**src/rtl/readout_sequencer.sv**
```systemverilog
// Streams the trigger-aligned contents of every channel sample RAM to the host link,
// one byte per handshake, channel 0 first; reports busy and a one-cycle done pulse.
module readout_sequencer #(
  parameter int ram_width = 10,
  parameter int nchan     = 4
) (
  input  logic                 clk,
  input  logic                 rstn,
  input  logic                 start_read,
  input  logic                 abort,
  input  logic                 data_ready,
  input  logic [ram_width-1:0] wraddress_triggerpoint,
  input  logic [ram_width-1:0] triggerpoint,
  input  logic [ram_width-1:0] nsmp,
  input  logic [7:0]           ram_q,
  output logic                 rden,
  output logic [ram_width-1:0] rdaddress,
  output logic [2:0]           chan_sel,
  output logic [7:0]           tx_data,
  output logic                 tx_valid,
  input  logic                 tx_ready,
  output logic                 busy,
  output logic                 done
);

  // state  | meaning
  // IDLE   | waiting for start_read with data_ready
  // ADDR   | rden high, address of sample k presented
  // LAT    | RAM read latency
  // SEND   | byte offered on tx_data until accepted
  // FINISH | done pulse, back to IDLE
  localparam logic [2:0] S_IDLE   = 3'd0;
  localparam logic [2:0] S_ADDR   = 3'd1;
  localparam logic [2:0] S_LAT    = 3'd2;
  localparam logic [2:0] S_SEND   = 3'd3;
  localparam logic [2:0] S_FINISH = 3'd4;

  localparam int         KW        = ram_width + 1;
  localparam logic [2:0] LAST_CHAN = 3'(nchan - 1);

  logic [2:0]           state_q, state_d;
  logic [ram_width-1:0] base_q, base_d;
  logic [ram_width-1:0] nsmp_q, nsmp_d;
  logic [KW-1:0]        k_q, k_d;
  logic [2:0]           chan_q, chan_d;
  logic                 rden_q, rden_d;
  logic [ram_width-1:0] rdaddr_q, rdaddr_d;
  logic [7:0]           tx_data_q, tx_data_d;
  logic                 tx_valid_q, tx_valid_d;
  logic                 busy_q, busy_d;
  logic                 done_q, done_d;

  logic [KW-1:0]        nsmp_ext;
  logic                 last_smp;
  logic [ram_width-1:0] start_base;

  // nsmp == 0 stands for a full RAM, hence the extra top bit
  assign nsmp_ext   = {(nsmp_q == '0), nsmp_q};
  assign last_smp   = (k_q == nsmp_ext - KW'(1));
  assign start_base = wraddress_triggerpoint - triggerpoint;

  always_comb begin
    state_d    = state_q;
    base_d     = base_q;
    nsmp_d     = nsmp_q;
    k_d        = k_q;
    chan_d     = chan_q;
    rden_d     = 1'b0;
    rdaddr_d   = rdaddr_q;
    tx_data_d  = tx_data_q;
    tx_valid_d = tx_valid_q;
    busy_d     = busy_q;
    done_d     = 1'b0;

    case (state_q)
      S_IDLE: begin
        if (start_read && data_ready) begin
          base_d   = start_base;
          nsmp_d   = nsmp;
          k_d      = '0;
          chan_d   = 3'd0;
          busy_d   = 1'b1;
          rden_d   = 1'b1;
          rdaddr_d = start_base;
          state_d  = S_ADDR;
        end
      end
      S_ADDR: state_d = S_LAT;
      S_LAT: begin
        tx_data_d  = ram_q;
        tx_valid_d = 1'b1;
        state_d    = S_SEND;
      end
      S_SEND: begin
        if (tx_valid_q && tx_ready) begin
          tx_valid_d = 1'b0;
          if (!last_smp) begin
            k_d      = k_q + KW'(1);
            rden_d   = 1'b1;
            rdaddr_d = base_q + k_q[ram_width-1:0] + ram_width'(1);
            state_d  = S_ADDR;
          end else if (chan_q != LAST_CHAN) begin
            chan_d   = chan_q + 3'd1;
            k_d      = '0;
            rden_d   = 1'b1;
            rdaddr_d = base_q;
            state_d  = S_ADDR;
          end else begin
            busy_d  = 1'b0;
            done_d  = 1'b1;
            state_d = S_FINISH;
          end
        end
      end
      S_FINISH: state_d = S_IDLE;
      default:  state_d = S_IDLE;
    endcase

    // abort wins over everything, including a handshake on the same edge
    if (abort && state_q != S_IDLE) begin
      state_d    = S_IDLE;
      tx_valid_d = 1'b0;
      rden_d     = 1'b0;
      busy_d     = 1'b0;
      done_d     = 1'b0;
    end
  end

  always_ff @(posedge clk or negedge rstn) begin
    if (!rstn) begin
      state_q    <= S_IDLE;
      base_q     <= '0;
      nsmp_q     <= '0;
      k_q        <= '0;
      chan_q     <= 3'd0;
      rden_q     <= 1'b0;
      rdaddr_q   <= '0;
      tx_data_q  <= 8'd0;
      tx_valid_q <= 1'b0;
      busy_q     <= 1'b0;
      done_q     <= 1'b0;
    end else begin
      state_q    <= state_d;
      base_q     <= base_d;
      nsmp_q     <= nsmp_d;
      k_q        <= k_d;
      chan_q     <= chan_d;
      rden_q     <= rden_d;
      rdaddr_q   <= rdaddr_d;
      tx_data_q  <= tx_data_d;
      tx_valid_q <= tx_valid_d;
      busy_q     <= busy_d;
      done_q     <= done_d;
    end
  end

  assign rden      = rden_q;
  assign rdaddress = rdaddr_q;
  assign chan_sel  = chan_q;
  assign tx_data   = tx_data_q;
  assign tx_valid  = tx_valid_q;
  assign busy      = busy_q;
  assign done      = done_q;

endmodule

```
**config.mk**
```make
export PLATFORM = sky130hd
export DESIGN_NAME = readout_sequencer
export DESIGN_NICKNAME = d
export VERILOG_FILES = /design/src/rtl/readout_sequencer.sv
export SDC_FILE = /design/constraint.sdc
export NUM_CORES = 1
export LEC_CHECK = 0
export CAP_MARGIN = 5
export CORE_ASPECT_RATIO = 2
export CORE_MARGIN = 5
export CORE_UTILIZATION = 53
export DETAILED_ROUTE_END_ITERATION = 10
export PLACE_DENSITY_LB_ADDON = 0.3
export SLEW_MARGIN = 0
export SYNTH_ARGS = -nofsm -noshare
export SYNTH_HDL_FRONTEND = slang
export SYNTH_SLANG_ARGS = --single-unit
```
**constraint.sdc**
```tcl
create_clock -name clk -period 3 [get_ports clk]
set_input_delay 0.3 -clock clk [delete_from_list [all_inputs] [get_ports clk]]
set_output_delay 0.3 -clock clk [all_outputs]
set_load 0.05 [all_outputs]
```
==> impl_metrics.prom <==
# TYPE chip_impl_metric gauge
chip_impl_metric{name="rows",unit=""} 44
chip_impl_metric{name="floorplan.die.height",unit="um"} 131
chip_impl_metric{name="netlist-cell-type-count",unit=""} 61
chip_impl_metric{name="grt_max_degree",unit=""} 60
chip_impl_metric{name="finalWorstPathRequiredPeriod",unit="ns"} 2.88
chip_impl_metric{name="post_cts_sizing",unit=""} 0
chip_impl_metric{name="timing.critical_path.required",unit="ns"} 3.25
chip_impl_metric{name="n_antenna_cell",unit=""} 0
chip_impl_metric{name="nNetsFinal",unit=""} 572
chip_impl_metric{name="ant_nets",unit=""} 0
chip_impl_metric{name="pin_count",unit=""} 69
chip_impl_info{name="postSynth.topFlopCell",value="sky130_fd_sc_hd__dfrtp_1"} 1
chip_impl_metric{name="postPlaceCellArea",unit="um^2"} 4660
chip_impl_metric{name="design.core.area",unit="um^2"} 7210
chip_impl_metric{name="clk-insertion-delay-late",unit="ns"} 0.32
chip_impl_metric{name="p_leak",unit="uW"} 0.00226
chip_impl_metric{name="synthesis.nets",unit=""} 503
chip_impl_metric{name="path_max_fanout",unit=""} 23
chip_impl_metric{name="gr-total-overflow",unit=""} 0
chip_impl_metric{name="drt_pre_antenna_iters",unit=""} 5
chip_impl_metric{name="floorplan.die.width",unit="um"} 70.5
chip_impl_metric{name="timing.hold.ws",unit="ns"} 0.125
chip_impl_info{name="rsz0062_at_grt",value="no"} 1
chip_impl_metric{name="number_of_global_route_vias_before_repair",unit=""} 3744
chip_impl_metric{name="final_util",unit="%"} 69.2
chip_impl_metric{name="syn_inst",unit=""} 435
chip_impl_metric{name="yosys_register_bits",unit=""} 59
chip_impl_metric{name="timing_max_transition_violations_final",unit=""} 0
chip_impl_metric{name="area.sequential",unit="um^2"} 1480
chip_impl_metric{name="drt_first_iter_violations",unit=""} 253
chip_impl_metric{name="global_route.usage.total",unit="%"} 23.0
chip_impl_metric{name="power.density",unit="nW/um^2"} 950
chip_impl_metric{name="maxSlewHeadroom",unit="%"} 49.8
chip_impl_metric{name="worst_slew_pin_slew",unit="ns"} 0.754
chip_impl_metric{name="count_of_vias_placed_by_the_detailed_router",unit=""} 3526
chip_impl_metric{name="setup-violations-final",unit=""} 0
chip_impl_metric{name="max-vdd-ir-drop",unit="V"} 0.000432
chip_impl_metric{name="routedWlPerCell",unit="um"} 16.9
chip_impl_metric{name="n_fill_cell",unit=""} 580
chip_impl_info{name="cts-root-buf",value="sky130_fd_sc_hd__clkbuf_16"} 1
chip_impl_metric{name="yosysWarnings",unit=""} 0
chip_impl_metric{name="cts_sinks",unit=""} 59
chip_impl_metric{name="tns",unit="ns"} 0
chip_impl_metric{name="synth_edf_count",unit=""} 0
chip_impl_metric{name="route.final.wire_length",unit="um"} 10100
chip_impl_metric{name="worst_slack",unit="ns"} 0.123
chip_impl_metric{name="drive_gt1_share",unit="%"} 9.23
chip_impl_info{name="startpoint",value="nsmp_q[0]$_DFFE_PN0P_"} 1
chip_impl_metric{name="drv_cap",unit=""} 0
chip_impl_metric{name="grt_first_pass_wirelength",unit="um"} 16800
chip_impl_metric{name="async_flop_share",unit="%"} 100
chip_impl_metric{name="period_share",unit="%"} 95.9
chip_impl_metric{name="pre_cts_slack",unit="ns"} 0.138
chip_impl_metric{name="grt_antenna_before_repair",unit=""} 0
chip_impl_metric{name="dp_hpwl",unit="um"} 7470
chip_impl_metric{name="multiInputGateArea",unit="um^2"} 2220
chip_impl_metric{name="final_instance_area",unit="um^2"} 4990
chip_impl_metric{name="place_congestion",unit=""} 0.874
chip_impl_metric{name="tritoncts.num_buffers",unit=""} 9
chip_impl_info{name="min-delay-path-class",value="in2async"} 1
chip_impl_metric{name="cts_max_level",unit=""} 3
chip_impl_metric{name="syn_avg_cell_area",unit="um^2"} 8.93
chip_impl_metric{name="vias_per_cell",unit=""} 5.87
chip_impl_metric{name="timing_hold_violations_final",unit=""} 0
chip_impl_metric{name="clock_skew",unit="ns"} 0.00488
chip_impl_metric{name="initial_core_util",unit="%"} 53.9
chip_impl_metric{name="timing.fmax",unit="MHz"} 348
chip_impl_info{name="worst_setup_start_kind",value="flip-flop"} 1
chip_impl_info{name="critical_path_class",value="reg2reg"} 1
chip_impl_metric{name="data_arrival_time_at_the_worst_slack_endpoint",unit="ns"} 3.13
chip_impl_info{name="crit-reg2reg-launch",value="nsmp_q[0]$_DFFE_PN0P_"} 1
chip_impl_metric{name="die_area",unit="um^2"} 9250
chip_impl_metric{name="area.growth.synth_to_final",unit="%"} 28.5
chip_impl_info{name="worstSetupEndpointType",value="flip-flop"} 1
chip_impl_info{name="clock_tree_from_tritoncts",value="yes"} 1
chip_impl_metric{name="clk_pin_slew",unit="ns"} 0.05
chip_impl_metric{name="synthesis.area",unit="um^2"} 3880
chip_impl_metric{name="cts_setup_buffers",unit=""} 0
chip_impl_info{name="result_of_the_run",value="complete, no violations"} 1
chip_impl_metric{name="drt_drc_violations_left",unit=""} 0
chip_impl_metric{name="portBuffers",unit=""} 68
chip_impl_metric{name="synth.yosys.seq_area_share",unit="%"} 38.0
chip_impl_metric{name="number_of_buffers_added_to_fix_hold_violations_after_cts",unit=""} 0
chip_impl_metric{name="clock_tree.buffer_depth",unit=""} 2
==> final timing paths <==
path | depth (start not counted) | endpoint | slack (ns)
setup / recovery | 11 | k_q[8]$_DFFE_PN0P_ | 0.12
hold / removal | 2 | tx_valid$_DFFE_PN0P_ | 0.12
setup reg to reg | 11 | k_q[8]$_DFFE_PN0P_ | 0.12
hold reg to reg | 2 | base_q[0]$_DFFE_PN0P_ | 0.49
max in group asynchronous | 2 | nsmp_q[7]$_DFFE_PN0P_ | 2.36
min in group clk | 2 | base_q[0]$_DFFE_PN0P_ | 0.49
==> metal layers <==
layer	vias up	part of all wire (%)	wire length (um)	track usage, %
met2	118	57	5780	45.0
met1	1707	35	3540	21.5
met3	29	4.7	474	4.27
li1	1672	-	-	-
met4	0	3.5	352	14.0
met5	-	0	0	0
==> power by group <==
part           switching, uW  internal (uW)  leakage [uW]
logic                   1340            897       0.00135
registers                299           1090      0.000751
clock network            350            770      0.000159
==> sequential cells by signal (all words and copies together) (netlist names) <==
| name | cells |
|---|---|
| chan_sel | 3 |
| state_q | 3 |
| busy | 1 |
| k_q | 11 |
| tx_valid | 1 |
| rden | 1 |
| base_q | 10 |
| nsmp_q | 10 |
| done | 1 |
| tx_data | 8 |
| rdaddress | 10 |
==> through the flow <==
stage,std cells,power (uW)
after global routing,601,5000
after CTS,601,4760
after detailed placement,585,3590
after global placement,585,3510
after floorplan,435,2930
final,601,4740
==> cell families after synthesis <==
kind of cell / Yosys count / share of synthesized area [%]
fa+ha+maj: 24 / 8.12
flops: 59 / 38.0
buf+inv: 42 / 4.80
xor+xnor: 26 / 5.86
simple gates: 175 / 22.0
mux: 15 / 4.19
compound gates: 94 / 17.0
==> cells in the final DEF (no fill, tap or decap), types with 4 or more instances in the layout <==
cell type,instances
sky130_fd_sc_hd__buf_4,9
sky130_fd_sc_hd__nor3_1,11
sky130_fd_sc_hd__mux2_2,10
sky130_fd_sc_hd__o31ai_1,5
sky130_fd_sc_hd__xor2_1,9
sky130_fd_sc_hd__nand3_1,18
sky130_fd_sc_hd__a21oi_1,13
sky130_fd_sc_hd__a31oi_1,5
sky130_fd_sc_hd__dfrtp_1,59
sky130_fd_sc_hd__clkdlybuf4s50_1,67
sky130_fd_sc_hd__xnor2_1,17
sky130_fd_sc_hd__nor2_1,18
sky130_fd_sc_hd__inv_1,22
sky130_fd_sc_hd__and3_1,7
sky130_fd_sc_hd__o21ai_0,22
sky130_fd_sc_hd__nor2b_1,9
sky130_fd_sc_hd__o21ai_1,6
sky130_fd_sc_hd__mux2i_1,5
sky130_fd_sc_hd__a22o_1,8
sky130_fd_sc_hd__o211ai_1,4
sky130_fd_sc_hd__nand2_1,84
sky130_fd_sc_hd__nand2b_1,4
sky130_fd_sc_hd__clkbuf_16,9
sky130_fd_sc_hd__ha_1,21
==> synth_stat cells, drive strengths merged, types with 2 or more instances <==
library cell   n  area [um^2]
nand3         18         90.1
or4            2         15.0
nor2          18         67.6
nor2b          9         56.3
or3            2         12.5
o211ai         4         30.0
a22o           8         70.1
mux2i          5         50.1
a21boi         3         22.5
o31a           2         17.5
nand2b         4         25.0
dfrtp         59         1480
xor2           9         78.8
nand2         84          315
fa             2         40.0
buf            9         62.6
a21o           3         22.5
o21bai         2         15.0
inv           22         82.6
o31ai          5         37.5
o41ai          3         41.3
xnor2         17          149
and2           2         12.5
nand4          3         18.8
clkbuf        11         41.3
or2            2         12.5
o21ai         28          140
nor4           4         31.3
o22a           2         17.5
o2111ai        2         17.5
a21oi         15         90.1
nor3          12         71.3
and3           7         43.8
a31oi          5         31.3
mux2          10          113
o21a           3         22.5
nor3b          3         22.5
ha            22          275
==> layout make-up <==
class                           instances  share of cell area, %
Inverter                               22                   1.65
Sequential cell                        59                   29.6
Clock inverter                          4                   1.45
Clock buffer                           12                   5.14
Tap cell                               92                   2.31
Timing Repair Buffer                   78                   15.3
Multi-Input combinational cell        334                   44.6
==> worst max-delay path, stage by stage, from the launching register on <==
cell	delay [ns]
sky130_fd_sc_hd__dfrtp_1	0.47
sky130_fd_sc_hd__inv_1	0.12
sky130_fd_sc_hd__ha_2	0.26
sky130_fd_sc_hd__o21bai_1	0.16
sky130_fd_sc_hd__a21oi_2	0.08
sky130_fd_sc_hd__o41ai_2	0.37
sky130_fd_sc_hd__nor3_1	0.15
sky130_fd_sc_hd__nand4b_4	0.20
sky130_fd_sc_hd__o22ai_2	0.13
sky130_fd_sc_hd__buf_12	0.17
sky130_fd_sc_hd__or4_1	0.51
sky130_fd_sc_hd__a21boi_1	0.16
No activity file was read; power rests on OpenSTA's default activity.
